File: config.mk
export PLATFORM = sky130hd
export DESIGN_NAME = debug_board_loader
export DESIGN_NICKNAME = d
export VERILOG_FILES = /design/src/rtl/debug_board_loader.sv
export SDC_FILE = /design/constraint.sdc
export NUM_CORES = 1
export LEC_CHECK = 0
export BUFFER_PORTS_ARGS = -buffer_cell sky130_fd_sc_hd__buf_2
export CAP_MARGIN = 25
export CORE_MARGIN = 2
export CORE_UTILIZATION = 35
export DETAILED_ROUTE_END_ITERATION = 10
export PLACE_DENSITY = 0.54
export SYNTH_ARGS = -nofsm -noshare
export SYNTH_HDL_FRONTEND = slang
export SYNTH_SLANG_ARGS = --single-unit
File: constraint.sdc
create_clock -name clk -period 21.1 [get_ports clk]
set_input_delay 2.11 -clock clk [delete_from_list [all_inputs] [get_ports clk]]
set_output_delay 2.11 -clock clk [all_outputs]
set_load 0.02 [all_outputs]
File: src/rtl/debug_board_loader.sv
// debug_board_loader: receives a framed, checksummed nibble stream on uio_in
// and presents a complete connect-four position for one-cycle loading.
module debug_board_loader #(
  parameter int unsigned ROWS = 8,
  parameter int unsigned COLS = 8
) (
  input  logic                     clk,
  input  logic                     rst,
  input  logic                     e_debug,
  input  logic [7:0]               uio_in,
  output logic [7:0]               uio_out,
  output logic [7:0]               uio_oe,
  output logic                     load_valid,
  output logic [ROWS*COLS*2-1:0]   board_load,
  output logic [2:0]               col_load,
  output logic                     player_load
);

  localparam int unsigned CELLS  = ROWS * COLS;
  localparam int unsigned BOARD_W = CELLS * 2;
  localparam int unsigned N_NIB  = CELLS / 2;
  localparam int unsigned K_W    = (N_NIB > 1) ? $clog2(N_NIB) : 1;
  localparam int unsigned COL_W  = 3;
  localparam int unsigned PIN_W  = 6;

  typedef enum logic [2:0] {
    S_IDLE  = 3'd0,
    S_BOARD = 3'd1,
    S_META  = 3'd2,
    S_SUM   = 3'd3,
    S_LOAD  = 3'd4
  } state_t;

  state_t state, state_nx;

  logic [PIN_W-1:0]   sync1, sync2;
  logic               strb_d;
  logic [K_W-1:0]     k;
  logic [BOARD_W-1:0] stage;
  logic [COL_W-1:0]   stage_col;
  logic               stage_player;
  logic [3:0]         csum;
  logic               bad;
  logic               ack;
  logic               err;

  logic               rise_c, cap_c, sof_c, last_c, sum_ok_c;
  logic [3:0]         nib_c;
  logic               restart_c, store_c, meta_c, ack_c, fail_c, load_c;
  logic               unused_pins_c;

  // Pins 7:6 carry nothing for this block.
  assign unused_pins_c = ^uio_in[7:6];

  // A nibble carrying the reserved cell code 11 poisons the frame.
  function automatic logic nib_bad(input logic [3:0] n);
    return (n[1:0] == 2'b11) || (n[3:2] == 2'b11);
  endfunction

  // Two-flop synchronizer plus strobe history for rising-edge detection.
  always_ff @(posedge clk or posedge rst) begin
    if (rst) begin
      sync1  <= '0;
      sync2  <= '0;
      strb_d <= 1'b0;
    end else begin
      sync1  <= uio_in[PIN_W-1:0];
      sync2  <= sync1;
      strb_d <= sync2[4];
    end
  end

  assign rise_c   = sync2[4] & ~strb_d;
  assign cap_c    = e_debug & rise_c;
  assign nib_c    = sync2[3:0];
  assign sof_c    = sync2[5];
  assign last_c   = (k == K_W'(N_NIB - 1));
  assign sum_ok_c = (nib_c == csum) && !bad && (32'(stage_col) < COLS);

  // Frame state register.
  always_ff @(posedge clk or posedge rst) begin
    if (rst) begin
      state <= S_IDLE;
    end else begin
      state <= state_nx;
    end
  end

  // Next-state and datapath strobes; sof always restarts a frame.
  always_comb begin
    state_nx  = state;
    restart_c = 1'b0;
    store_c   = 1'b0;
    meta_c    = 1'b0;
    ack_c     = 1'b0;
    fail_c    = 1'b0;
    load_c    = 1'b0;
    if (!e_debug) begin
      state_nx = S_IDLE;
    end else begin
      if (state == S_LOAD) begin
        state_nx = S_IDLE;
      end
      if (cap_c && sof_c) begin
        restart_c = 1'b1;
        ack_c     = 1'b1;
        state_nx  = (N_NIB == 1) ? S_META : S_BOARD;
      end else if (cap_c) begin
        case (state)
          S_BOARD: begin
            store_c = 1'b1;
            ack_c   = 1'b1;
            if (last_c) begin
              state_nx = S_META;
            end
          end
          S_META: begin
            meta_c   = 1'b1;
            ack_c    = 1'b1;
            state_nx = S_SUM;
          end
          S_SUM: begin
            ack_c = 1'b1;
            if (sum_ok_c) begin
              load_c   = 1'b1;
              state_nx = S_LOAD;
            end else begin
              fail_c   = 1'b1;
              state_nx = S_IDLE;
            end
          end
          default: ;
        endcase
      end
    end
  end

  // Staging, checksum, handshake flags and the loaded outputs.
  always_ff @(posedge clk or posedge rst) begin
    if (rst) begin
      k            <= '0;
      stage        <= '0;
      stage_col    <= '0;
      stage_player <= 1'b0;
      csum         <= '0;
      bad          <= 1'b0;
      ack          <= 1'b0;
      err          <= 1'b0;
      load_valid   <= 1'b0;
      board_load   <= '0;
      col_load     <= '0;
      player_load  <= 1'b0;
      uio_oe       <= '0;
    end else begin
      uio_oe     <= e_debug ? 8'hC0 : 8'h00;
      load_valid <= load_c;
      if (ack_c) begin
        ack <= ~ack;
      end
      if (restart_c) begin
        stage[3:0] <= nib_c;
        k          <= K_W'(1);
        csum       <= nib_c;
        bad        <= nib_bad(nib_c);
        err        <= 1'b0;
      end else if (store_c) begin
        stage[{k, 2'b00} +: 4] <= nib_c;
        k                      <= k + K_W'(1);
        csum                   <= csum ^ nib_c;
        bad                    <= bad | nib_bad(nib_c);
      end
      if (meta_c) begin
        stage_col    <= nib_c[2:0];
        stage_player <= nib_c[3];
        csum         <= csum ^ nib_c;
      end
      if (fail_c) begin
        err <= 1'b1;
      end
      if (load_c) begin
        board_load  <= stage;
        col_load    <= stage_col;
        player_load <= stage_player;
      end
      if (!e_debug) begin
        k <= '0;
      end
    end
  end

  assign uio_out = {err, ack, 6'b00_0000};

endmodule
==> results of run 1 <==
[cells by family (layout without fill, tap and decap cells)]
group                    count (synthesis)  count (layout)
flip-flops                             294             294
multiplexers                           265             265
AND/OR/NAND/NOR                        108             108
buffers and inverters                   70             221
AO/OA/AOI/OAI                           32              32
XOR/XNOR                                14              14
adder cells (fa/ha/maj)                  6               6
other                                    1              12
[layer usage]
metal | share of wire | up-vias | track usage
met2 | 0.46 | 140 | 0.232
met1 | 0.48 | 3469 | 0.207
met5 | 0 | - | 0
li1 | - | 3060 | -
met4 | 0.012 | 0 | 0.0340
met3 | 0.049 | 25 | 0.0307
[path summary, 6_finish.rpt]
| check | slack, ps | endpoint | from |
|---|---|---|---|
| min in group asynchronous | 1720 | board_load[113] | rst |
| worst max register to register | 18040 | stage[120] | k[0] |
| worst max-delay path | 17180 | stage[67] | e_debug |
| worst min register to register | 350 | sync2[0] | sync1[0] |
| worst min-delay path | 350 | sync2[0] | sync1[0] |
| max in group asynchronous | 17230 | board_load[10] | rst |
[cell usage in the layout (no fill, tap or decap), types with 2 or more instances in the layout]
cell type	Yosys	routed
nand2_1	8	8
nor4_4	2	2
and3_1	6	6
a21oi_1	8	8
mux2_1	7	7
buf_2	14	145
and2_1	13	13
nor3b_1	3	3
nor4b_2	2	2
conb_1	1	12
o21ai_0	6	6
xnor2_1	4	4
dfrtp_1	294	294
or4_1	2	2
clkbuf_8	0	8
xor2_1	7	7
clkbuf_16	0	37
nor2b_1	4	4
ha_1	6	6
o31ai_1	2	2
inv_1	11	10
nand4_1	15	15
nand3_1	12	12
xnor2_2	2	2
a211oi_1	4	4
nor3_2	14	14
a21boi_0	2	2
and3b_1	2	2
a22oi_1	2	2
clkinv_2	0	5
mux2_2	258	258
buf_4	17	6
clkbuf_1	25	7
nor3_1	4	4
nor2_1	14	14
[report_power, final]
part | internal (mW) | leakage (nW) | switching (mW)
Combinational | 0.00635 | 2.80 | 0.0221
Sequential | 0.569 | 4.06 | 0.00577
Clock | 0.358 | 0.556 | 0.224
Total | 0.934 | 7.42 | 0.251
[Yosys cell counts, types with 3 or more instances]
cell type    n  area share
xor2_1       7      0.0052
xnor2_1      4      0.0029
nor3_2      14       0.012
nand2_1      8      0.0025
and3_1       6      0.0032
ha_1         6      0.0063
nand3_1     12      0.0050
mux2_1       7      0.0066
inv_1       11      0.0035
mux2_2     258        0.24
nor3_1       4      0.0017
nor2b_1      4      0.0021
a211oi_1     4      0.0025
dfrtp_1    294        0.62
clkbuf_1    25      0.0079
nor2_1      14      0.0044
and2_1      13      0.0068
buf_4       17       0.011
buf_2       14      0.0059
nand4_1     15      0.0079
a21oi_1      8      0.0034
o21ai_0      6      0.0025
nor3b_1      3      0.0019
[metrics by stage]
| step | total power [mW] | hold WS [ps] | std cells |
|---|---|---|---|
| 2_1_floorplan | 0.607 | 331 | 801 |
| 3_3_place_gp | 0.614 | 332 | 1341 |
| 3_5_place_dp | 0.615 | 335 | 1341 |
| 4_1_cts | 1.21 | 345 | 1400 |
| 5_1_grt | 1.24 | 350 | 1400 |
| 6_report | 1.18 | 346 | 1400 |
[state kept, by name, summed over array words and instances, names as in the netlist]
signal        flops
csum              4
err               1
sync1             6
stage_player      1
bad               1
load_valid        1
uio_oe            1
player_load       1
stage_col         3
state             3
k                 5
col_load          3
sync2             6
board_load      128
ack               1
stage           128
strb_d            1
[layout make-up]
cell class / count / share of cell area
Clock buffer: 52 / 0.0753
Clock inverter: 7 / 0.00444
Inverter: 11 / 0.00346
Multi-Input combinational cell: 437 / 0.301
Sequential cell: 294 / 0.522
Tap cell: 448 / 0.0398
Timing Repair Buffer: 151 / 0.0547
==> summary.md, run 1 <==
| Metric | Value |
|---|---|
| Vias per inst | roughly 4.8 |
| Critical path's slowest cell | and3b_1 |
| Hold Buf Count CTS | 0 |
| Initial antenna violation count | 1 |
| Placed Instance Area | 0.0130 mm^2 |
| Util after Layout | 0.421 |
| Number of global-route vias before repair | 6817 |
| Final TNS setup | 0 ps |
| Total number of vias | 6694 |
| Gpl congestion | between 0.7 and 0.8 |
| Critical Path End Type | register |
| Top_reg_cell synth | dfrtp_1 |
| Antenna viol nets, final | 0 |
| Post-CTS setup buffer count | 0 |
| Syn_area_per_cell | about 15 um^2 |
| # nets final | 946 |
| Max clock buf depth | 3 |
| Number of synthesized flops with an enable pin | 0 |
| Post-synthesis instance area | roughly 0.012 mm^2 |
| DR iter-0 viols | 276 |
| Worst min-delay path category | register to register |
| Largest net degree at the start of global routing | 103 |
| Root buffer cell | clkbuf_16 |
| Req. time, crit path | 21490 ps |
| Final Slew Violations | 0 |
| Asr flop ratio synth | 1.00 |
| Hold Vio Cnt, Final | 0 |
| Syn Inst Count | 790 |
| Critical Path Stages | 5 |
| Synth Area in Simple Gates | 0.0628 |
| Buf/Inv on CP | 1 |
| Residual DRC | 0 |
| Post-Route Skew | between 15 and 20 ps |
| Cell area after layout | 0.0141 mm^2 |
| Initial DRT Pass Iterations | 4 |
| # resized after CTS | 0 |
| Post-synthesis adder-cell area fraction | 0.00631 |
| Number of synthesized register bits | 294 |
| Final wirelength | 25400 um |
| Overall Global Routing Usage | 0.146 |
| FILL cells | 3180 |
| Synth cell types | 50 |
| Synth Area in Compound Gates | 0.0204 |
| Worst hold path stage count | 0 |
| Tcrit/Tclk final | 0.186 |
| RSZ-0062 raised after global routing | false |
| Ports | 160 |
| Count of standard-cell rows | 67 |
| CTS clk-pin slew, worst paths | around 60 ps |
| CP delay by family, top | simple AND/OR/NAND/NOR gates |
| Clock latency on the worst-skew pair | 500 ps |
| Mux contribution to synthesized area | 0.251 |
| Full die area | 0.0355 mm^2 |
| Critical Path AT | roughly 4300 ps |
| Largest family of logic cells by synthesized area | multiplexers |
| Pwr per Cell Area | 84.0 mW/mm^2 |
| Static Leakage | 7.42 nW |
| Yosys warns | 0 |
| Setup CP Type | input pin to register |
| Area grow syn2layout | 18.5% |
| Place WS | ~17000 ps |
| Final WS setup | 17180 ps |
| Seq. cell area | ~0.0074 mm^2 |
| H-tree levels | 2 |
| Maxcap violations | 0 |
| First-pass GRT wire length | roughly 40000 um |
| Core area | roughly 0.034 mm^2 |
| Tmin final | about 4000 ps |
| Gr ovfl total | 0 |
| TritonCTS clock tree | done |
| Status | finished, final reports clean |
| Critical path, cell by cell | buf_2 > and3b_1 > nand2_1 > a2111oi_4 > mux2_2 |
| Dpl hpwl | 16100 um |
| Average wire per cell in the routed design | 18.1 um |
| Worst path max stage delay | approximately 670 ps |
| Multi-input combinational cell area | 0.00424 mm^2 |
| Die H | 188 um |
| Worst vdd ir | 0.0519 mV |
| Initial core utilization | 0.355 |
| TritonCTS Buffers | 34 |
| Num Clock Sinks | 294 |
| Xor and xnor fraction of the mapped netlist area | 0.0122 |
| Final Setup Violations | 0 |
| Ant. Diodes | 0 |
| Die W | about 190 um |
| PortBufs | 145 |
| Worst reg2reg path depth | 6 |
| Crit Path Max Fanout | 19 |
| Worst-Margin Slew | 965 ps |
| Share of layout cells above drive strength 1 | 0.515 |
| Seq/Total Area, Yosys | 0.618 |
| Rel. slew slack | 0.357 |
| CP Launch Type | input pin |
| Fmax | 255 MHz |
Power figures use the tool's default switching activity.
==> run 2: changes to the inputs <==
==> constraint.sdc (replaced) <==
create_clock -name clk -period 3.8 [get_ports clk]
set_input_delay 0.38 -clock clk [delete_from_list [all_inputs] [get_ports clk]]
set_output_delay 0.38 -clock clk [all_outputs]
set_load 0.02 [all_outputs]
==> summary.md, run 2 (synthesized netlist as in run 1, its figures left out) <==
| Metric | Value |
|---|---|
| Residual DRC | 0 |
| Initial core utilization | 0.355 |
| PortBufs | about 150 |
| Dpl hpwl | 16300 um |
| Met2 Usage GRT | 0.228 |
| Largest regs | board_load x128, stage x128 |
| Final wirelength | between 20000 and 30000 um |
| Die W | 188 um |
| Tot Pwr | 6.51 mW |
| Die H | 188 um |
| Hold Buf Count CTS | 7 |
| Post-Route Skew | 17.3 ps |
| FILL cells | 3174 |
| Vias per inst | about 4.8 |
| Sw power | 1.39 mW |
| Area grow syn2layout | 19.5% |
| Final TNS setup | 0 ps |
| Max clock buf depth | 3 |
| Worst-Margin Slew | approximately 810 ps |
| Rel. slew slack | 0.454 |
| Critical Path End Type | register |
| CTS clk-pin slew, worst paths | 60 ps |
| RSZ-0062 raised after global routing | false |
| Cell area after layout | approximately 0.014 mm^2 |
| DP Cell Count | about 1300 |
| Setup CP Type | register to register |
| Worst vdd ir | 0.267 mV |
| Net Sw Frac | 0.213 |
| Total number of vias | 6698 |
| TritonCTS clock tree | done |
| M1 GR Usage | 0.207 |
| Final Slew Violations | 0 |
| Seq pwr share | 0.489 |
| Tcrit/Tclk final | 0.810 |
| Placed Instance Area | 0.0131 mm^2 |
| Num Clock Sinks | 294 |
| Worst min-delay path category | input pin to register |
| Ports | 160 |
| Overall Global Routing Usage | 0.146 |
| Met3 global-route usage | 0.0320 |
| Full die area | 0.0355 mm^2 |
| Number of global-route vias before repair | 7055 |
| Largest net degree at the start of global routing | 106 |
| Fin cells | 1410 |
| Maxcap violations | 0 |
| Fmax | 325 MHz |
| Initial DRT Pass Iterations | 4 |
| Clock latency on the worst-skew pair | slightly above 500 ps |
| CP Launch Type | register |
| Root buffer cell | clkbuf_16 |
| Core area | 0.0335 mm^2 |
| Req. time, crit path | 4180 ps |
| Gpl congestion | 0.808 |
| Hold Vio Cnt, Final | 0 |
| Final Setup Violations | 0 |
| DR iter-0 viols | 251 |
| Antenna viol nets, final | 0 |
| Comb pwr share | 0.028 |
| Tmin final | between 3000 and 4000 ps |
| First-pass GRT wire length | 41000 um |
| Pwr per Cell Area | 457 mW/mm^2 |
| Gr ovfl total | 0 |
| Initial antenna violation count | 0 |
| Crit Path Max Fanout | 10 |
| Clk pwr share | 0.483 |
| Util after Layout | 0.424 |
| Post-CTS setup buffer count | 0 |
| Most common cell after layout, fill and taps aside | dfrtp_1 |
| Count of standard-cell rows | 67 |
| Int Power | 5.12 mW |
| Commonest cells after routing, fill and taps aside | dfrtp_1, mux2_2, buf_2, clkbuf_16, nand4_1 |
| Status | finished, final reports clean |
| Static Leakage | 7.47 nW |
| # nets final | ~960 |
| Average wire per cell in the routed design | 18.0 um |
| TritonCTS Buffers | 34 |
| H-tree levels | 2 |
| # resized after CTS | 0 |
| Critical Path AT | 3460 ps |
| Busiest metal layer after global routing | met2 |
| Share of layout cells above drive strength 1 | 0.511 |
run 2: stage by stage:
stage,hold slack [ps],worst slack (ps)
floorplan,331,-483
global placement,332,865
detailed placement,336,868
CTS,51.8,836
global route,56.9,685
finish,73.0,724
run 2: path summary, 6_finish.rpt:
check	start	to	slack, ps	cells after the start
min	e_debug	uio_oe[6]	70	1
max in group asynchronous	rst	stage[127]	2460	4
max	k[0]	stage[119]	720	6
min reg2reg	sync1[4]	sync2[4]	340	0
min in group asynchronous	rst	stage[53]	450	3
max reg2reg	k[0]	stage[119]	720	6
run 2: power groups by stage:
| stage | logic (mW) | clock network (mW) | registers [mW] |
|---|---|---|---|
| after CTS | 0.190 | 3.25 | 3.18 |
| after global placement | 0.183 | 0 | 3.24 |
| after detailed placement | 0.185 | 0 | 3.24 |
| final | 0.182 | 3.14 | 3.18 |
| after floorplan | 0.140 | 0 | 3.23 |
| after global routing | 0.206 | 3.38 | 3.18 |
run 2: critical path, stage by stage, from the launching register on:
cell,delay (ps)
dfrtp_1,620
inv_1,250
ha_1,370
xnor2_1,280
nor3_1,590
nand4_1,440
mux2_2,390
run 2: final cells by class:
type                       count  area [um^2]  area share
timing repair buffer         163          941      0.0661
inverter                      11         45.0     0.00317
sequential                   294         7360       0.517
tap                          448          561      0.0394
multi-input combinational    437         4240       0.298
clock inverter                 7         68.8     0.00484
clock buffer                  49         1010      0.0711
antenna                        1         2.50    0.000176
run 2: per-layer routing:
| metal | vias up | wire [um] |
|---|---|---|
| li1 | 3061 | - |
| met1 | 3450 | 12100 |
| met2 | 143 | 11600 |
| met3 | 44 | 1210 |
| met4 | 0 | 518 |
| met5 | - | 0 |
==> run 3: changes to the inputs <==
==> constraint.sdc (replaced) <==
create_clock -name clk -period 2.9 [get_ports clk]
set_input_delay 0.29 -clock clk [delete_from_list [all_inputs] [get_ports clk]]
set_output_delay 0.29 -clock clk [all_outputs]
set_load 0.02 [all_outputs]
==> summary.md, run 3 (synthesized netlist as in run 1, its figures left out) <==
| Metric | Value |
|---|---|
| Tcrit/Tclk final | 0.893 |
| Num Clock Sinks | 294 |
| Sw power | 1.83 mW |
| Critical path, cell by cell | or4b_4 > nor3_1 > nand4_1 > mux2_2 |
| Total number of vias | 6793 |
| Root buffer cell | clkbuf_16 |
| Crit path launch | state[2] |
| Cell area after layout | 0.0145 mm^2 |
| Req. time, crit path | 3270 ps |
| Status | finished, final reports clean |
| Count of standard-cell rows | 67 |
| Critical Path End Type | register |
| Ports | 160 |
| # nets final | ~1000 |
| Final wirelength | 25700 um |
| Clk pwr share | 0.497 |
| Initial antenna violation count | 0 |
| Setup crit end | stage[118] |
| Buf/Inv on CP | 0 |
| Ant. Diodes | 0 |
| Max clock buf depth | 3 |
| Hold Worst Slack | 346 ps |
| Setup CP Type | register to register |
| Worst vdd ir | between 0.2 and 0.3 mV |
| Crit Path Max Fanout | 10 |
| M1 GR Usage | 0.211 |
| Reg2reg end | stage[118] |
| Fmax | 386 MHz |
| Post-CTS setup buffer count | 0 |
| Reg2reg start | state[2] |
| Fin cells | about 1400 |
| Place WS | 414 ps |
| CP delay by family, top | simple AND/OR/NAND/NOR gates |
| Gr ovfl total | 0 |
| Gpl congestion | between 0.8 and 0.9 |
| Commonest cells after routing, fill and taps aside | dfrtp_1, mux2_2, buf_2, clkbuf_16, buf_4 |
| Most common cell after layout, fill and taps aside | dfrtp_1 |
| Flop2flop setup slack | between 300 and 400 ps |
| Final Slew Violations | 0 |
| TritonCTS Buffers | 34 |
| TritonCTS clock tree | done |
| Met3 global-route usage | 0.0281 |
| RSZ-0062 raised after global routing | false |
| Met2 Usage GRT | 0.229 |
| Final WS setup | a little over 300 ps |
| Placed Instance Area | about 0.013 mm^2 |
| Hold Vio Cnt, Final | 0 |
| Largest regs | board_load x128, stage x128 |
| Critical path's slowest cell | or4b_4 |
| Largest net degree at the start of global routing | 96 |
| Int Power | 6.95 mW |
| Seq pwr share | 0.474 |
| Residual DRC | 0 |
| Number of global-route vias before repair | ~7000 |
| Worst min-delay path category | register to register |
| Die W | 188 um |
| Final Setup Violations | 0 |
| Full die area | 0.0355 mm^2 |
| CTS clk-pin slew, worst paths | 60 ps |
| Critical Path Stages | 4 |
| Maxcap violations | 0 |
| H-tree levels | 2 |
| DP Cell Count | 1369 |
| Clock latency on the worst-skew pair | 500 ps |
| Area grow syn2layout | 21.6% |
| Tmin final | around 2600 ps |
| Post-Route Skew | 13.5 ps |
| Initial core utilization | 0.355 |
| Busiest metal layer after global routing | met2 |
| FILL cells | 3145 |
| Worst reg2reg path depth | 4 |
| DR iter-0 viols | approximately 260 |
| Rel. slew slack | 0.506 |
| PortBufs | 145 |
| CP Launch Type | register |
| Static Leakage | 7.63 nW |
| Antenna viol nets, final | 0 |
| Core area | 0.0335 mm^2 |
| Worst path max stage delay | 580 ps |
| First-pass GRT wire length | roughly 41000 um |
| Average wire per cell in the routed design | 17.9 um |
| Comb pwr share | 0.029 |
| Pwr per Cell Area | 607 mW/mm^2 |
| Critical Path AT | between 2000 and 3000 ps |
| Dpl hpwl | around 17000 um |
| Vias per inst | about 4.7 |
| Die H | 188 um |
| Overall Global Routing Usage | 0.147 |
| Initial DRT Pass Iterations | 4 |
| Net Sw Frac | 0.209 |
| Share of layout cells above drive strength 1 | 0.524 |
| Worst-Margin Slew | 735 ps |
-- run 3: layout make-up --
cell class | count | area, um^2 | share of cell area
Inverter | 11 | 45.0 | 0.00311
Timing Repair Buffer | 187 | 1110 | 0.0768
Multi-Input combinational cell | 437 | 4240 | 0.293
Clock buffer | 50 | 1030 | 0.0715
Clock inverter | 9 | 128 | 0.00882
Sequential cell | 294 | 7360 | 0.508
Tap cell | 448 | 561 | 0.0387
-- run 3: how the worst min path moves through the flow --
stage               depth (start not counted)  endpoint      start
CTS                                         0  sync2[4]   sync1[4]
floorplan                                   0  sync1[0]  uio_in[0]
finish                                      0  sync2[1]   sync1[1]
global placement                            0  sync2[3]   sync1[3]
global route                                0  sync2[1]   sync1[1]
detailed placement                          0  sync2[0]   sync1[0]
-- run 3: per-layer routing --
| layer | share of wire | routed length [um] | vias to the layer above |
|---|---|---|---|
| met4 | 0.016 | 415 | 0 |
| met5 | 0 | 0 | - |
| li1 | - | - | 3122 |
| met2 | 0.46 | 11800 | 154 |
| met3 | 0.047 | 1200 | 35 |
| met1 | 0.48 | 12200 | 3482 |
-- run 3: stage by stage --
stage	total power, mW	setup TNS, ps	utilization
2_1_floorplan	4.42	-380180	-
3_3_place_gp	4.49	0	0.395
3_5_place_dp	4.49	0	0.395
4_1_cts	8.95	0	0.432
5_1_grt	9.16	0	0.432
6_report	8.78	0	0.432
-- run 3: what timing repair did --
action                                 4_1_cts  5_1_grt
endpoints found under the hold margin       23        0
hold buffers                                 8        0
gates resized for setup                      0        0
-- run 3: power by group through the flow --
stage                     Clock (mW)  Sequential, mW  Combinational [mW]
after global placement             0            4.23               0.257
after CTS                       4.52            4.16               0.269
after floorplan                    0            4.23               0.183
after detailed placement           0            4.23               0.260
final                           4.36            4.16               0.258
after global routing            4.70            4.16               0.293
-- run 3: worst register-to-register path, stage by stage, from the launching register on --
cell and delay [ps]:
dfrtp_1 490, or4b_4 580, nor3_1 580, nand4_1 420, mux2_2 380
